===== config.mk =====
export PLATFORM = sky130hd
export DESIGN_NAME = seg7_scan_ctrl
export DESIGN_NICKNAME = d
export VERILOG_FILES = /design/src/rtl/seg7_pkg.sv /design/src/rtl/seg7_scan_ctrl_hex.sv /design/src/rtl/seg7_scan_ctrl.sv
export SDC_FILE = /design/constraint.sdc
export NUM_CORES = 1
export LEC_CHECK = 0
export ABC_CLOCK_PERIOD_IN_PS = 2350
export CAP_MARGIN = 10
export CORE_MARGIN = 2
export CORE_UTILIZATION = 40
export DETAILED_ROUTE_END_ITERATION = 8
export GPL_ROUTABILITY_DRIVEN = 0
export PLACE_DENSITY = 0.59
export REMOVE_ABC_BUFFERS = 1
export SLEW_MARGIN = 20
export SYNTH_ARGS = -nofsm -noshare
export SYNTH_HDL_FRONTEND = slang
export SYNTH_SLANG_ARGS = --single-unit

===== constraint.sdc =====
create_clock -name clk -period 2.35 [get_ports clk]
set_input_delay 0.47 -clock clk [delete_from_list [all_inputs] [get_ports clk]]
set_output_delay 0.47 -clock clk [all_outputs]
set_load 0.02 [all_outputs]

===== src/rtl/seg7_pkg.sv =====
// Shared constants and helpers for the 7-segment scan controller.
// Holds blank pattern, parameter defaults and the leading-zero mask helper.
package seg7_pkg;

  localparam int DEF_DIGITS   = 8;
  localparam int DEF_SCAN_DIV = 50000;
  localparam int DEF_BLANK    = 2;
  localparam int MAX_DIGITS   = 16;

  localparam logic [6:0] SEG_BLANK = 7'h7F;

  // Bit i set when digit i (i>0) and every digit above it are zero.
  // nib is packed digit-0-first; digits at or above n are ignored.
  function automatic logic [MAX_DIGITS-1:0] lz_mask(
    input logic [4*MAX_DIGITS-1:0] nib,
    input int                      n
  );
    logic [MAX_DIGITS-1:0] m;
    logic                  z;
    m = '0;
    z = 1'b1;
    for (int i = MAX_DIGITS - 1; i > 0; i--) begin
      if (i < n) begin
        z    = z & (nib[i*4 +: 4] == 4'h0);
        m[i] = z;
      end
    end
    return m;
  endfunction

endpackage


===== src/rtl/seg7_scan_ctrl_hex.sv =====
// Hex nibble to 7-segment pattern, active-low, bit order {g..a}.
// Ports: src (4-bit nibble in), seg (7-bit segment pattern out).
module hex_display
  import seg7_pkg::*;
(
  input  logic [3:0] src,
  output logic [6:0] seg
);

  always_comb begin
    seg = SEG_BLANK;
    unique case (src)
      4'h0: seg = 7'h40;
      4'h1: seg = 7'h79;
      4'h2: seg = 7'h24;
      4'h3: seg = 7'h30;
      4'h4: seg = 7'h19;
      4'h5: seg = 7'h12;
      4'h6: seg = 7'h02;
      4'h7: seg = 7'h78;
      4'h8: seg = 7'h00;
      4'h9: seg = 7'h10;
      4'hA: seg = 7'h08;
      4'hB: seg = 7'h03;
      4'hC: seg = 7'h46;
      4'hD: seg = 7'h21;
      4'hE: seg = 7'h06;
      4'hF: seg = 7'h0E;
    endcase
  end

endmodule


===== src/rtl/seg7_scan_ctrl.sv =====
// Multiplexed common-anode 7-segment scanner with tear-free frame updates.
// Ports: clk, rst_n (sync, low), wr_* write port, lz_blank, seg_n/dp_n/an_n, frame_done.
module seg7_scan_ctrl
  import seg7_pkg::*;
#(
  parameter int NUM_DIGITS = DEF_DIGITS,
  parameter int SCAN_DIV   = DEF_SCAN_DIV,
  parameter int BLANK_CYC  = DEF_BLANK
)(
  input  logic                    clk,
  input  logic                    rst_n,
  input  logic                    wr_valid,
  output logic                    wr_ready,
  input  logic [4*NUM_DIGITS-1:0] wr_data,
  input  logic [NUM_DIGITS-1:0]   wr_dp,
  input  logic [NUM_DIGITS-1:0]   wr_mask,
  input  logic                    lz_blank,
  output logic [6:0]              seg_n,
  output logic                    dp_n,
  output logic [NUM_DIGITS-1:0]   an_n,
  output logic                    frame_done
);

  localparam int PW = $clog2(SCAN_DIV);
  localparam int IW = $clog2(NUM_DIGITS);

  localparam logic [PW-1:0] CNT_TOP = PW'(SCAN_DIV - 1);
  localparam logic [IW-1:0] IDX_TOP = IW'(NUM_DIGITS - 1);

  logic [PW-1:0] cnt;
  logic [IW-1:0] idx;

  logic [NUM_DIGITS-1:0][3:0] dig;
  logic [NUM_DIGITS-1:0]      dpr;

  logic                       pv;
  logic [NUM_DIGITS-1:0][3:0] pdat;
  logic [NUM_DIGITS-1:0]      pdp;
  logic [NUM_DIGITS-1:0]      pmask;

  logic            tick;
  logic            fend;
  logic            xfer;
  logic            blank;
  logic            supp;
  logic [3:0]      nib;
  logic [6:0]      seg;
  logic [MAX_DIGITS-1:0] lzm;

  assign tick     = (cnt == CNT_TOP);
  assign fend     = tick & (idx == IDX_TOP);
  assign wr_ready = ~pv;
  assign xfer     = wr_valid & ~pv;

  if (BLANK_CYC == 0) begin : g_noblank
    assign blank = 1'b0;
  end else begin : g_blank
    assign blank = (cnt < PW'(BLANK_CYC));
  end

  assign nib  = dig[idx];
  assign lzm  = lz_mask((4*MAX_DIGITS)'(dig), NUM_DIGITS);
  assign supp = lz_blank & lzm[4'(idx)];

  hex_display u_hex (
    .src (nib),
    .seg (seg)
  );

  always_ff @(posedge clk) begin
    if (!rst_n) begin
      cnt        <= '0;
      idx        <= '0;
      dig        <= '0;
      dpr        <= '0;
      pv         <= 1'b0;
      pdat       <= '0;
      pdp        <= '0;
      pmask      <= '0;
      seg_n      <= SEG_BLANK;
      dp_n       <= 1'b1;
      an_n       <= '1;
      frame_done <= 1'b0;
    end else begin
      cnt        <= tick ? '0 : cnt + 1'b1;
      frame_done <= fend;
      if (tick) begin
        idx <= (idx == IDX_TOP) ? '0 : idx + 1'b1;
      end
      // Pending can only be full or loading, never both, so a
      // write landing on a frame end waits for the next one.
      if (fend && pv) begin
        for (int i = 0; i < NUM_DIGITS; i++) begin
          if (pmask[i]) begin
            dig[i] <= pdat[i];
            dpr[i] <= pdp[i];
          end
        end
        pv <= 1'b0;
      end
      if (xfer) begin
        pv    <= 1'b1;
        pdat  <= wr_data;
        pdp   <= wr_dp;
        pmask <= wr_mask;
      end
      if (blank) begin
        an_n  <= '1;
        seg_n <= SEG_BLANK;
        dp_n  <= 1'b1;
      end else begin
        an_n  <= ~(NUM_DIGITS'(1) << idx);
        seg_n <= supp ? SEG_BLANK : seg;
        dp_n  <= ~dpr[idx];
      end
    end
  end

endmodule


; After elaboration in Yosys (flattened, before gate mapping)
; Memories as Yosys holds them, arrays and structs flattened. A register that Yosys moved wholly into a read port is not among the register bits.
; Cells that the tools add are included.
[totals]
regBits = 118
romBits = 112
input_bits = 52
out_inout_bits = 18
wordCells = 83
mem_count = 1
[classes]
addsub = 2
n_lt_le_gt_ge = 3
eq_ne = 2
shifts = 1
mux = 9
bitwise = 13
reduce_logical = 20
[mem_list]
columns = name, words, word_bits, read_ports, rd_clocked_by_memory_dff, write_ports, line_no
row1 = (no name shown), 16, 7, 1, 1, 0, seg7_scan_ctrl_hex.sv:12  ; unique case (src)
[ops]
columns = operator, count
row1 = zero test 4 bit, 7
row2 = adder 16 x 1 -> 16 bit (second input constant), 1
row3 = == test 16 bit (second input constant), 1
row4 = less-than comparator 16 x 2 -> 1 bit (second input constant), 1
row5 = AND reduction 2 bit, 8
row6 = binary-select mux 4 bit (select 3 bit), 1
row7 = bitwise AND 1 bit, 9
row8 = NOT 8 bit, 1
row9 = left shift 1 x 3 -> 8 bit (first input constant), 1
row10 = binary-select mux 1 bit (select 3 bit), 2
row11 = less-than comparator 3 x 5 -> 1 bit (second input constant), 1
row12 = less-than comparator 3 x 4 -> 1 bit (second input constant), 1
row13 = 2-to-1 mux 1 bit, 4
row14 = 2-to-1 mux 4 bit, 1
row15 = OR reduction 2 bit, 2
row16 = adder 3 x 1 -> 3 bit (second input constant), 1
row17 = == test 3 bit (second input constant), 1
row18 = 2-to-1 mux 3 bit, 1
row19 = NOT 1 bit, 3
row20 = OR reduction 3 bit, 1
row21 = nonzero test 2 bit, 1
row22 = logical AND 1 bit, 1

; Logic depth before layout (Yosys ltp)
; Gate-level depths: netlist of the first run.
[logic_depth]
ltp_word = 11
depth_mapped = 11
depth_no_buf = 9

; Cells and area by module
; Synthesis of the first run repeated with hierarchy kept, for this count alone.
[hier_totals]
hier_cells = 644
area_unflattened_um2 = 5716.7
[by_module_without_submodules]
columns = module, instances, cells_each, area_per_inst_um2, seq_area_each_um2
row1 = seg7_scan_ctrl, 1, 612, 5441.5, 2502.4
row2 = hex_display, 1, 32, 275.3, 0.0

; Least setup slack after synthesis of the first run
; Ideal clock, no wire load.
[synth_timing]
kind = reg-to-reg
start = reg idx[0]
end = reg seg_n[3]
setup_ns = 0.122
t_arrival_ns = 2.143
t_required_ns = 2.228
slack_ns = 0.084
path_stages_with_launch = 11
path_buffers = 2
period_less_slack_ns = 2.266
cell_sequence = dfxtp_1 > clkbuf_8 > clkbuf_8 > mux4_2 > nand2_1 > and2_1 > inv_1 > ha_1 > mux2_2 > mux2i_1 > nand2_1
[synth_via]
elab_chain_cells = 4
elab_cells_between_ends = 6
classes_between = mux: 4 / bitwise: 1 / reduce/logical: 1
[synth_lines]
columns = item, line_no
row1 = from (decl), seg7_scan_ctrl.sv:31  ; logic [IW-1:0] idx;
row2 = from (signal assigned), seg7_scan_ctrl.sv:88  ; idx <= (idx == IDX_TOP) ? '0 : idx + 1'b1;
row3 = binary-select mux 1 bit (select 3 bit), seg7_scan_ctrl.sv:63  ; assign supp = lz_blank & lzm[4'(idx)];
row4 = 2-to-1 mux 1 bit (not written as such), seg7_scan_ctrl.sv:63
row5 = bitwise AND 1 bit, seg7_scan_ctrl.sv:63
row6 = OR reduction 3 bit (no source line), n/a
row7 = to (decl), seg7_scan_ctrl.sv:18  ; output logic [6:0] seg_n,
; Parallel ways exist; a longest one is shown, timed or not. The select of a mux whose other input is x is not followed.
; A chain may end at the register's enable or synchronous reset.

; Worst setup path in the final report of the first run
; Ends and elaborated chain as after synthesis.

==> results of run 1 <==
[metrics by stage]
| stage | utilization [%] | setup WS, ns | cells |
|---|---|---|---|
| 4_1_cts | 53.67 | 0.06900 | 815 |
| 2_1_floorplan | - | -0.8961 | 524 |
| 5_1_grt | 53.73 | 0.02848 | 815 |
| 3_5_place_dp | 48.66 | 0.09193 | 783 |
| 3_3_place_gp | 48.66 | 0.1609 | 783 |
| 6_report | 53.73 | 0.1785 | 815 |
[cell families (layout without fill, tap and decap cells)]
kind of cell | after synthesis | in the layout | share of synthesized area, %
DFF | 125 | 125 | 47.86
adders and majority gates | 14 | 14 | 3.302
xor gates and xnor gates | 15 | 15 | 2.513
AOI/OAI and AO/OA | 67 | 67 | 7.227
buffers and inverters | 39 | 129 | 3.900
and+or+nand+nor | 234 | 234 | 21.37
muxes | 59 | 59 | 13.83
[metal layers]
layer	routed length, um	vias up
li1	-	2047
met1	5356	1795
met2	5536	82
met3	545	9
met4	108	0
met5	0	-
[cell type report]
| class | count | area [um^2] |
|---|---|---|
| Inverter | 10 | 37.54 |
| Clock inverter | 9 | 156.4 |
| Fill cell | 1189 | 5863 |
| Sequential cell | 125 | 2505 |
| Multi-Input combinational cell | 389 | 2540 |
| Tap cell | 172 | 215.2 |
| Clock buffer | 23 | 478.0 |
| Timing Repair Buffer | 87 | 875.8 |
[flip-flops by register name, summed over array words and instances, names as in the netlist]
register,count
dp_n,1
pdp,8
dpr,8
seg_n,7
dig,32
pdat,32
idx,3
cnt,16
pmask,8
frame_done,1
pv,1
an_n,8
[power by group through the flow]
stage / clock network (mW) / logic, mW / registers, mW
final: 2.79 / 0.291 / 2.22
after global routing: 2.95 / 0.320 / 2.23
after CTS: 2.85 / 0.296 / 2.22
after detailed placement: 0 / 0.295 / 2.27
after global placement: 0 / 0.291 / 2.27
after floorplan: 0 / 0.119 / 2.27
[tightest hold or removal path, delay by kind of cell (launching register included)]
kind / cells / cell delay [ns]
simple gates: 1 / 0.05
flops: 1 / 0.31
compound gates: 1 / 0.05
[worst paths after layout]
kind            start        to  cells after the start
max            idx[0]  seg_n[3]                      9
min          pdat[24]  pdat[24]                      2
max reg2reg    idx[0]  seg_n[3]                      9
min reg2reg  pdat[24]  pdat[24]                      2
[layout by cell type (no fill, tap or decap), types with 3 or more instances in the layout]
master           instances
nand3_1                 10
buf_4                   14
o221ai_1                 4
mux2i_1                 45
nor2_1                  61
xor2_1                   7
and3_1                   3
mux2_2                   3
clkbuf_16               17
mux4_2                  10
ha_1                    12
inv_1                    8
nand2_1                124
clkdlybuf4s50_1         69
a21oi_1                 52
buf_12                   4
bufinv_16                4
xnor2_1                  8
clkbuf_1                 3
dfxtp_1                123
clkbuf_8                 3
nor3_1                   4
nand4_4                  7
nor4_1                   9
and2_1                   3
[cells in the mapped netlist, types with 2 or more instances]
master / instances / area share (%)
dfxtp_1: 125 / 48
nand2_1: 124 / 8.9
nor2_1: 61 / 4.4
a21oi_1: 52 / 5.0
mux2i_1: 45 / 8.6
clkbuf_1: 17 / 1.2
ha_1: 13 / 3.1
mux4_2: 10 / 4.3
nand3_1: 10 / 0.96
inv_1: 9 / 0.65
nor4_1: 9 / 1.1
xnor2_1: 8 / 1.3
nand4_4: 7 / 2.8
xor2_1: 7 / 1.2
nor3_1: 5 / 0.48
and2_1: 4 / 0.48
buf_2: 4 / 0.38
o221ai_1: 4 / 0.67
and3_1: 3 / 0.36
clkbuf_8: 3 / 0.79
mux2_2: 3 / 0.65
and3_2: 2 / 0.29
buf_4: 2 / 0.29
buf_6: 2 / 0.43
nand4_1: 2 / 0.24
o211ai_1: 2 / 0.29
o21ai_0: 2 / 0.19
==> results.txt, run 1 <==
----------------------------------------------------
[Run status]
  Status ... finished clean

[Setup path]
  Crit path max fanout ... 14
  Data arrival at the endpoint of the critical path ... 2.46 ns
  Type of the worst setup path ... reg -> reg
  Cell seen most often among critical-path stages ... nand2_1
  Required arrival time at the worst endpoint ... 2.64 ns
  Worst-case register-to-register setup slack ... 0.18 ns
  Kind of capture point of the worst setup path ... flop
  Critical-path cell list ... buf_12, mux4_2, nand2_1, and2_4, inv_1, ha_1, mux2_2, mux2i_1, nand2_1
  Largest stage delay, worst path ... 0.51 ns
  Cell with the largest stage delay on the worst path ... mux4_2
  Crit path launch type ... flop
  Dominant delay contributor by cell family on the critical path ... multiplexers
  WP buf/inv ... 2

[Final layout]
  Number of nets in the layout ... 695
  Finished Cell Area ... 6808 um^2
  Share of cells above drive strength 1 ... 12.60%
  Antenna diode count ... 0
  Relative area change from synthesis to final layout ... 30.20%

[STA]
  Max frequency ... 460.5 MHz
  Slew @ Worst Pin ... 0.5054 ns
  Slew margin rel. ... 66.23%
  Count of final hold-check violations ... 0
  Worst clock skew ... 0.01150 ns
  Post-route setup TNS ... 0 ns
  Final Critical Period ... 2.172 ns
  Number of setup violations in the final report ... 0
  Final clock period utilization by the worst path ... 92.41%
  Max-slew violation count ... 0
  Hold_ws ... 0.4543 ns
  RSZ-0062 raised after global routing ... false

[Placed design]
  Placed cell areas ... 6166 um^2
  Port bufs ... 69
  Post-DP HPWL ... 8195 um

[GRT]
  GR Util met3 ... 6.178%
  Busiest metal layer after global routing ... met2
  Largest net degree at the start of global routing ... 93
  Via count of the first global-routing pass ... 3813
  Met1 capacity usage during global routing ... 21.03%
  Total gr overflow ... 0
  Combined global-route utilization of all metal layers ... 17.14%
  Antenna violations before repair ... 0
  GRT met2 Usage ... 28.32%
  First-pass GRT wire length ... 18890 um

[Synthesis]
  Count of unique library cells instantiated by Yosys ... 45
  Cell Area, Synth ... 5229 um^2
  Total of flip-flops plus latches after synthesis ... 125
  Most instantiated flip-flop cell in the synthesis netlist ... dfxtp_1
  Gate count of the mapped netlist ... 553
  Mean Syn Cell Area ... 9.455 um^2
  Share of synthesized registers carrying an async set or reset ... 0%
  Sequential share of the synthesized area ... 47.86%
  Number of warning messages in the yosys log ... 0
  Number of enable flip-flop cells after synthesis ... 0

[Power]
  Proportion of power drawn by flip-flops and latches ... 41.9%
  Share of total power consumed by net switching ... 20.80%
  Clk pwr share ... 52.6%
  Cell-internal power ... 4.200 mW
  Maximum vdd drop ... 0.4835 mV
  P_leak ... 2.839 nW
  Power Density ... 779.0 nW/um^2
  Post-layout total power ... 5.303 mW
  Combinational power share ... 5.5%
  Net switching power ... 1.103 mW

[Run]
  Max Cap Viol ... 0

[Drt]
  1st-pass router iterations ... 4
  Overall routed net length ... 11550 um
  Via-per-instance ratio ... 4.826
  Routed length per instance ... 14.17 um
  Vias after detailed routing ... 3933
  DR DRC count ... 0
  Remaining number of nets flagged by the antenna check after routing ... 0
  Detailed Route Iter0 Violations ... 196

[Die]
  Die width ... 118.3 um
  Area of the core ... 12670 um^2
  Y dimension of the die ... 118.3 um
  Row count ... 41
  Die Outline Area ... 14000 um^2
  Boundary pin count ... 70
  Initial core utilization ... 41.27%

[Clock tree]
  Cells resized by post-CTS repair ... 0
  Clk buf depth ... 2
  Number of sinks handled by clock tree synthesis ... 125
  Number of clock buffers inserted by TritonCTS ... 17
  Quantity of hold-fixing buffers added after cts ... 0
  Buffer cell driving the clock tree root ... clkbuf_16
  Worst-Skew Late Latency ... 0.42 ns
  CTS clock-pin slew for the worst setup and hold paths ... 0.06 ns
  Maximum level of the CTS H-tree ... 4
  Setup fix buffers added after clock tree synthesis ... 0
  CTS tree ... built

[Min path]
  Class of the tightest hold or removal check ... reg -> reg

----------------------------------------------------
No activity file was read; power rests on OpenSTA's default activity.
==> run 2, diff against run 1 <==
Settings changed: CTS_CLUSTER_DIAMETER from default to 120.
==> results of run 2 <==
The final DEF is identical to that of run 1; final timing and power are the same.
